**src/rtl/parking_pkg.sv**
```systemverilog
// Shared types and widths for the parking-lot control unit.
package parking_pkg;

    localparam int HOUR_W = 4;
    localparam int SPOT_W = 2;

    typedef enum logic {
        DAY,
        END
    } main_state_t;

    typedef enum logic [1:0] {
        NONE,
        ACTIVE,
        DONE
    } rush_state_t;

endpackage

```
**src/rtl/parking_control_if.sv**
```systemverilog
// Event/status bundle between the parking control unit and its driver/datapath.
interface parking_control_if;
    import parking_pkg::*;

    // Event inputs are single-cycle pulses with no back-pressure: a pulse is
    // consumed on the rising edge that samples it, and every output below is
    // registered and valid from the edge after the pulse.
    logic              car_enter;
    logic              car_exit;
    logic              hour_adv;
    logic              slow_tick;

    logic [SPOT_W-1:0] spots_left;
    logic [HOUR_W-1:0] time_in;
    logic [HOUR_W-1:0] incr_in;
    logic [HOUR_W-1:0] addr_in;
    logic              startRush;
    logic              stopRush;
    logic              rushEnded;
    logic              endGameHexOut;

    // Debug visibility of both FSMs.
    main_state_t       main_state;
    rush_state_t       rush_state;

    modport master (
        output car_enter, car_exit, hour_adv, slow_tick,
        input  spots_left, time_in, incr_in, addr_in,
        input  startRush, stopRush, rushEnded, endGameHexOut,
        input  main_state, rush_state
    );

    modport slave (
        input  car_enter, car_exit, hour_adv, slow_tick,
        output spots_left, time_in, incr_in, addr_in,
        output startRush, stopRush, rushEnded, endGameHexOut,
        output main_state, rush_state
    );

endinterface

```
**src/rtl/rush_tracker.sv**
```systemverilog
// Rush-hour window FSM: NONE -> ACTIVE on lot full, ACTIVE -> DONE on lot empty.
module rush_tracker
    import parking_pkg::*;
#(
    parameter int NUM_SPOTS = 3
) (
    input  logic              clk,
    input  logic              reset,
    input  logic [SPOT_W-1:0] spots_next,
    input  logic              en,
    output logic              startRush,
    output logic              stopRush,
    output logic              rushEnded,
    output rush_state_t       state
);

    localparam logic [SPOT_W-1:0] SPOTS_MAX = SPOT_W'(NUM_SPOTS);

    rush_state_t state_q, state_d;
    logic        start_d, stop_d;
    logic        start_q, stop_q;

    always_ff @(posedge clk or negedge reset) begin
        if (!reset) begin
            state_q <= NONE;
            start_q <= 1'b0;
            stop_q  <= 1'b0;
        end else begin
            state_q <= state_d;
            start_q <= start_d;
            stop_q  <= stop_d;
        end
    end

    // Watches the post-update occupancy so the pulse lands with the hour it belongs to.
    always_comb begin
        state_d = state_q;
        start_d = 1'b0;
        stop_d  = 1'b0;
        if (en) begin
            case (state_q)
                NONE: if (spots_next == '0) begin
                    state_d = ACTIVE;
                    start_d = 1'b1;
                end
                ACTIVE: if (spots_next == SPOTS_MAX) begin
                    state_d = DONE;
                    stop_d  = 1'b1;
                end
                DONE:    state_d = DONE;
                default: state_d = NONE;
            endcase
        end
    end

    assign startRush = start_q;
    assign stopRush  = stop_q;
    assign rushEnded = (state_q == DONE);
    assign state     = state_q;

endmodule

```
**src/rtl/parking_control.sv**
```systemverilog
// Parking-lot control: occupancy, hour of day, per-hour arrivals and end-of-day readback.
// Define PARKING_RUSH_TRACK_EN to build in the rush-hour tracker.
module parking_control
    import parking_pkg::*;
#(
    parameter int NUM_SPOTS = 3,
    parameter int NUM_HOURS = 8
) (
    input  logic               clk,
    input  logic               reset,
    parking_control_if.slave   bus
);

    localparam logic [SPOT_W-1:0] SPOTS_MAX  = SPOT_W'(NUM_SPOTS);
    localparam logic [HOUR_W-1:0] LAST_HOUR  = HOUR_W'(NUM_HOURS - 1);
    localparam logic [HOUR_W-1:0] HOURS_DONE = HOUR_W'(NUM_HOURS);

    main_state_t       state_q, state_d;
    logic [SPOT_W-1:0] spots_q, spots_d, spots_after_exit;
    logic [HOUR_W-1:0] time_q, time_d;
    logic [HOUR_W-1:0] incr_q, incr_d;
    logic [HOUR_W-1:0] addr_q, addr_d;
    logic              exit_ok, enter_ok;

    always_ff @(posedge clk or negedge reset) begin
        if (!reset) begin
            state_q <= DAY;
            spots_q <= SPOTS_MAX;
            time_q  <= '0;
            incr_q  <= '0;
            addr_q  <= '0;
        end else begin
            state_q <= state_d;
            spots_q <= spots_d;
            time_q  <= time_d;
            incr_q  <= incr_d;
            addr_q  <= addr_d;
        end
    end

    // Exit is applied first, so a full lot can swap one car out and one in.
    always_comb begin
        exit_ok          = bus.car_exit && (spots_q < SPOTS_MAX);
        spots_after_exit = spots_q + {{(SPOT_W-1){1'b0}}, exit_ok};
        enter_ok         = bus.car_enter && (spots_after_exit != '0);
    end

    always_comb begin
        state_d = state_q;
        spots_d = spots_q;
        time_d  = time_q;
        incr_d  = incr_q;
        addr_d  = addr_q;
        case (state_q)
            DAY: begin
                spots_d = spots_after_exit - {{(SPOT_W-1){1'b0}}, enter_ok};
                if (enter_ok && (incr_q != '1)) begin
                    incr_d = incr_q + HOUR_W'(1);
                end
                if (bus.hour_adv) begin
                    if (time_q == LAST_HOUR) begin
                        state_d = END;
                        time_d  = HOURS_DONE;
                        incr_d  = '0;
                        addr_d  = '0;
                    end else begin
                        time_d  = time_q + HOUR_W'(1);
                        incr_d  = {{(HOUR_W-1){1'b0}}, enter_ok};
                    end
                end
            end
            END: begin
                if (bus.slow_tick) begin
                    addr_d = (addr_q == LAST_HOUR) ? '0 : addr_q + HOUR_W'(1);
                end
            end
            default: state_d = DAY;
        endcase
    end

    assign bus.spots_left    = spots_q;
    assign bus.time_in       = time_q;
    assign bus.incr_in       = incr_q;
    assign bus.addr_in       = addr_q;
    assign bus.endGameHexOut = (state_q == END);
    assign bus.main_state    = state_q;

`ifdef PARKING_RUSH_TRACK_EN
    logic        start_rush, stop_rush, rush_ended;
    rush_state_t rush_state;

    rush_tracker #(
        .NUM_SPOTS (NUM_SPOTS)
    ) u_rush_tracker (
        .clk        (clk),
        .reset      (reset),
        .spots_next (spots_d),
        .en         (state_q == DAY),
        .startRush  (start_rush),
        .stopRush   (stop_rush),
        .rushEnded  (rush_ended),
        .state      (rush_state)
    );

    assign bus.startRush  = start_rush;
    assign bus.stopRush   = stop_rush;
    assign bus.rushEnded  = rush_ended;
    assign bus.rush_state = rush_state;
`else
    assign bus.startRush  = 1'b0;
    assign bus.stopRush   = 1'b0;
    assign bus.rushEnded  = 1'b0;
    assign bus.rush_state = NONE;
`endif

endmodule

```
**src/flat_wrapper.sv**
```systemverilog
// flat-port wrapper written by rule: the top's interface ports become plain ports
module parking_control_flat import parking_pkg::*;
#(
    parameter int NUM_SPOTS = 3,
    parameter int NUM_HOURS = 8
)
  (clk, reset, bus_car_enter, bus_car_exit, bus_hour_adv, bus_slow_tick, bus_spots_left, bus_time_in, bus_incr_in, bus_addr_in, bus_startRush, bus_stopRush, bus_rushEnded, bus_endGameHexOut, bus_main_state, bus_rush_state);
  parking_control_if bus_i ();
  input  logic clk;
  input  logic reset;
  input wire logic [$bits(bus_i.car_enter)-1:0] bus_car_enter;
  input wire logic [$bits(bus_i.car_exit)-1:0] bus_car_exit;
  input wire logic [$bits(bus_i.hour_adv)-1:0] bus_hour_adv;
  input wire logic [$bits(bus_i.slow_tick)-1:0] bus_slow_tick;
  output wire logic [$bits(bus_i.spots_left)-1:0] bus_spots_left;
  output wire logic [$bits(bus_i.time_in)-1:0] bus_time_in;
  output wire logic [$bits(bus_i.incr_in)-1:0] bus_incr_in;
  output wire logic [$bits(bus_i.addr_in)-1:0] bus_addr_in;
  output wire logic [$bits(bus_i.startRush)-1:0] bus_startRush;
  output wire logic [$bits(bus_i.stopRush)-1:0] bus_stopRush;
  output wire logic [$bits(bus_i.rushEnded)-1:0] bus_rushEnded;
  output wire logic [$bits(bus_i.endGameHexOut)-1:0] bus_endGameHexOut;
  output wire logic [$bits(bus_i.main_state)-1:0] bus_main_state;
  output wire logic [$bits(bus_i.rush_state)-1:0] bus_rush_state;
  assign bus_i.car_enter = bus_car_enter;
  assign bus_i.car_exit = bus_car_exit;
  assign bus_i.hour_adv = bus_hour_adv;
  assign bus_i.slow_tick = bus_slow_tick;
  assign bus_spots_left = bus_i.spots_left;
  assign bus_time_in = bus_i.time_in;
  assign bus_incr_in = bus_i.incr_in;
  assign bus_addr_in = bus_i.addr_in;
  assign bus_startRush = bus_i.startRush;
  assign bus_stopRush = bus_i.stopRush;
  assign bus_rushEnded = bus_i.rushEnded;
  assign bus_endGameHexOut = bus_i.endGameHexOut;
  assign bus_main_state = bus_i.main_state;
  assign bus_rush_state = bus_i.rush_state;
  parking_control #(.NUM_SPOTS(NUM_SPOTS), .NUM_HOURS(NUM_HOURS)) u_core (.clk(clk), .reset(reset), .bus(bus_i));
endmodule
```
**config.mk**
```make
export PLATFORM = sky130hd
export DESIGN_NAME = parking_control_flat
export DESIGN_NICKNAME = d
export VERILOG_FILES = /design/src/rtl/parking_pkg.sv /design/src/rtl/parking_control_if.sv /design/src/rtl/rush_tracker.sv /design/src/rtl/parking_control.sv /design/src/flat_wrapper.sv
export SDC_FILE = /design/constraint.sdc
export NUM_CORES = 1
export LEC_CHECK = 0
export CAP_MARGIN = 20
export CORE_UTILIZATION = 41
export DETAILED_ROUTE_END_ITERATION = 8
export PLACE_DENSITY = 0.7
export SETUP_SLACK_MARGIN = 0.05
export SLEW_MARGIN = 5
export SYNTH_ARGS = -nofsm -noshare
export SYNTH_HDL_FRONTEND = slang
export SYNTH_SLANG_ARGS = --single-unit
```
**constraint.sdc**
```tcl
create_clock -name clk -period 1.81 [get_ports clk]
set_clock_uncertainty 0.05 [all_clocks]
set_input_delay 0.362 -clock clk [delete_from_list [all_inputs] [get_ports clk]]
set_output_delay 0.362 -clock clk [all_outputs]
set_load 0.02 [all_outputs]
```
==> impl_summary.log, run 1 <==
INFO  metric vias_per_cell = slightly above 5
INFO  metric fill_cells = approximately 160
INFO  metric cp_slowest_cell = sky130_fd_sc_hd__dfstp_2
INFO  metric post_synth_inst_count = 89
INFO  metric grt_antenna_before_repair = 0
INFO  metric worst_hold_slack = around 0.34 ns
INFO  metric crit_buf_inv = 1
INFO  metric initial_utilization = 0.441
INFO  metric rsz0062_at_grt = yes
INFO  metric cpLargestDelayFamily = flip-flops
INFO  metric number_of_flops_mapped_to_enable_cells_by_yosys = 0
INFO  metric post-route-min-period = between 1.5 and 2 ns
INFO  metric ir_worst_vdd = 0.000925 V
INFO  metric pwr_density_cell = between 1500 and 2000 nW/um^2
INFO  metric yosys_register_bits = 15
INFO  metric final_hold_viol_count = 0
INFO  metric synth_adder_area_share = 0.0715
INFO  metric design.die.area = approximately 2300 sq um
INFO  metric regToRegEndpoint = u_core.bus.spots_left[1]
INFO  metric max_clock_freq = 544 MHz
INFO  metric clock_tree.root_cell = sky130_fd_sc_hd__clkbuf_4
INFO  metric post_dp_cell_area = 1130 sq um
INFO  metric syn_area = between 800 and 900 sq um
INFO  metric synth_compound_gate_area_share = 0.172
INFO  metric outcome = finished, violations left
INFO  metric drt_drc_violations_left = 0
INFO  metric final_nets = between 100 and 150
INFO  metric power.internal = around 1200 uW
INFO  metric number_of_buffers_inserted_by_hold_repair_at_cts = 0
INFO  metric globalplace.congestion = about 0.77
INFO  metric crit-reg2reg-launch = u_core.bus.spots_left[0]
INFO  metric top_fanout_value_on_the_critical_path = 3
INFO  metric layout_cell_share_with_drive_strength_beyond_1 = 0.233
INFO  metric io_buffers = 21
INFO  metric layout.cells.most_common = sky130_fd_sc_hd__nand2_1
INFO  metric comb_power_share = 0.613
INFO  metric crit_path_start_kind = register
INFO  metric hpwl = approximately 1.3 mm
INFO  metric timing.critical_path.cells = a21boi_2 > ha_4 > xor2_4 > o21ai_2 > inv_2 > ha_4 > xor2_1 > nand2_1 > xnor2_1
INFO  metric avgRoutedWirePerCell = 13.7 um
INFO  metric finalWirelength = 2.01 mm
INFO  metric finalMaxSlewViolations = 0
INFO  metric io-pin-count = 27
INFO  metric pre_cts_setup_slack = -0.393 ns
INFO  metric count_of_warnings_emitted_by_yosys = 0
INFO  metric htree_levels = 1
INFO  metric async_flop_share = 1.00
INFO  metric clkTransAtPathRegs = approximately 0.09 ns
INFO  metric layout.cell_area.non_filler = approximately 1300 sq um
INFO  metric holdCritPathClass = in -> async
INFO  metric placement_rows = 16
INFO  metric synth_top_family_by_area = compound AO/OA/AOI/OAI gates
INFO  metric net_switching_fraction_of_the_power = 0.451
INFO  metric switching_component_of_the_power = roughly 1000 uW
INFO  metric layout.cells.most_common_list = 14 x sky130_fd_sc_hd__nand2_1, 13 x sky130_fd_sc_hd__dfrtp_1, 8 x sky130_fd_sc_hd__dlymetal6s2s_1, 8 x sky130_fd_sc_hd__buf_4, 7 x sky130_fd_sc_hd__dlygate4sd2_1
INFO  metric clkSinkCount = 15
INFO  metric synth-main-ff-cell = sky130_fd_sc_hd__dfrtp_1
INFO  metric max-clock-path-buffers = 2
INFO  metric crit_path_max_incr_delay = roughly 0.56 ns
INFO  metric power_leakage = between 0.0006 and 0.0007 uW
INFO  metric tritoncts.num_buffers = 3
INFO  metric antenna_left = 0
INFO  metric maxCapViolCount = 0
INFO  metric cp_common_cell = sky130_fd_sc_hd__ha_4
INFO  metric final.setup.worst_slack = -0.0294 ns
INFO  metric post_layout_nonfiller_instances = 147
INFO  metric overflow = 0
INFO  metric required = 1.98 ns
INFO  metric first_pass_iters = 4
INFO  metric cts_tree = yes
INFO  metric timing.final.setup_violations = 1
INFO  metric ff2ff_setup_slack = -0.03 ns
INFO  metric synth-simple-area-share = 0.146
INFO  metric core-area = 1980 sq um
INFO  metric die_y = 48.2 um
INFO  metric insertedDiodeCount = 0
INFO  metric seqPwrFrac = 0.299
INFO  metric synthToLayoutAreaGrowth = 47.5%
INFO  metric placed_instance_count = 141
INFO  metric ys_seq_area_frac = 0.432
INFO  metric first_global_vias = roughly 630
INFO  metric grt_first_pass_wirelength = 2.78 mm
INFO  metric criticalPathCategory = reg -> reg
INFO  metric ys_types = 35
INFO  metric count_of_cells_along_the_worst_register_to_register_path = 9
INFO  metric critPathCaptureType = register
INFO  metric timing.final.crit_share = 1.02
INFO  metric clock_insertion_delay_worst_skew = 0.28 ns
INFO  metric power_frac_clock = 0.088
INFO  metric floorplan.die.width = approximately 48 um
INFO  metric synth_area_per_cell = 9.83 sq um
INFO  metric setup_total_negative_slack = -0.0294 ns
INFO  metric via_count = about 750
INFO  metric synth_xor_area_frac = 0.0501
INFO  metric grt_start_max_net_pins = 16
INFO  metric critPathArrivalTime = 2.00 ns
INFO  metric grt_use_total = 0.174
INFO  metric synth.mux.area_fraction = 0.0343
INFO  metric violations = negative setup slack
INFO  metric detailedRoute.firstIterationViolations = 17
cell families (layout without fill, tap and decap cells):
kind of cell / after synthesis / count (layout)
simple gates: 26 / 26
compound gates: 21 / 21
flops: 15 / 15
buf+inv: 13 / 40
fa+ha+maj: 5 / 5
xor+xnor: 5 / 5
mux: 3 / 3
other cells: 1 / 5
layer usage:
metal	vias up	GRT usage	part of all wire	wire [um]
li1	367	-	-	-
met1	360	0.230	0.45	904
met2	22	0.269	0.50	998
met3	2	0.0519	0.048	96
met4	0	0.0611	0.0045	9
met5	-	0	0	0
per-stage QoR:
stage / utilization / total power (uW)
finish: 0.651 / 2230
global route: 0.651 / 2400
CTS: 0.607 / 2110
detailed placement: 0.573 / 1890
global placement: 0.573 / 1850
floorplan: - / 1390
cell usage after synthesis, types with 2 or more instances:
master                      instances  area, sq um
sky130_fd_sc_hd__a21oi_2            2         17.5
sky130_fd_sc_hd__buf_4              6         45.0
sky130_fd_sc_hd__dfstp_2            2         52.6
sky130_fd_sc_hd__xnor2_1            3         26.3
sky130_fd_sc_hd__nor3_1             3         15.0
sky130_fd_sc_hd__a21oi_1            4         20.0
sky130_fd_sc_hd__o2bb2ai_1          2         17.5
sky130_fd_sc_hd__mux2i_1            3         30.0
sky130_fd_sc_hd__inv_1              5         18.8
sky130_fd_sc_hd__ha_1               5         62.6
sky130_fd_sc_hd__o21ai_0            3         15.0
sky130_fd_sc_hd__dfrtp_1           13          325
sky130_fd_sc_hd__xor2_1             2         17.5
sky130_fd_sc_hd__a22o_1             2         17.5
sky130_fd_sc_hd__nand2_1           14         52.6
registers in the layout, indices dropped and copies added, names as in the netlist:
name / flops
u_core.bus.addr_in: 4
u_core.bus.incr_in: 4
u_core.bus.time_in: 4
u_core.bus.spots_left: 2
u_core.bus.endGameHexOut: 1
worst register-to-register path, stage by stage, from the launching register on:
cell and delay [ns]:
sky130_fd_sc_hd__dfstp_2 0.56, sky130_fd_sc_hd__a21boi_2 0.07, sky130_fd_sc_hd__ha_4 0.18, sky130_fd_sc_hd__xor2_4 0.18, sky130_fd_sc_hd__o21ai_2 0.15, sky130_fd_sc_hd__inv_2 0.08
sky130_fd_sc_hd__ha_4 0.16, sky130_fd_sc_hd__xor2_1 0.14, sky130_fd_sc_hd__nand2_1 0.08, sky130_fd_sc_hd__xnor2_1 0.13
final cells by class:
class | instances | area (sq um) | area share
multi-input combinational | 65 | 537 | 0.416
sequential | 15 | 378 | 0.293
timing repair buffer | 30 | 293 | 0.227
tap | 27 | 33.8 | 0.0262
clock buffer | 4 | 26.3 | 0.0204
inverter | 6 | 22.5 | 0.0175
worst max-delay path by stage:
stage / depth (start not counted) / slack, ns / startpoint / endpoint
2_1_floorplan: 9 / -0.08 / u_core.bus.spots_left[1] / u_core.bus.spots_left[1]
3_3_place_gp: 10 / -0.34 / bus_car_exit / u_core.bus.spots_left[1]
3_5_place_dp: 10 / -0.39 / bus_car_exit / u_core.bus.spots_left[1]
4_1_cts: 9 / -0.03 / u_core.bus.spots_left[0] / u_core.bus.spots_left[1]
5_1_grt: 9 / -0.1 / u_core.bus.spots_left[0] / u_core.bus.spots_left[1]
6_report: 9 / -0.03 / u_core.bus.spots_left[0] / u_core.bus.spots_left[1]
repair_timing:
item                                    4_1_cts  5_1_grt
buffers inserted                              1        1
endpoints found under the hold margin         0        0
pin swaps                                     7        5
endpoints found under the setup margin       12       12
gates resized for setup                      14       16
power groups by stage:
stage	combinational (uW)	sequential (uW)	clock, uW
after CTS	1250	665	199
after detailed placement	1210	671	0
final	1370	668	195
after global placement	1190	662	0
after floorplan	563	828	0
after global routing	1500	692	214
(Power assumes the default switching activity.)
==> run 2: changes to the inputs <==
Settings changed: SLEW_MARGIN 5 to default.
==> results of run 2 <==
Same layout as run 1: the final DEF is identical, and so are final timing and power.
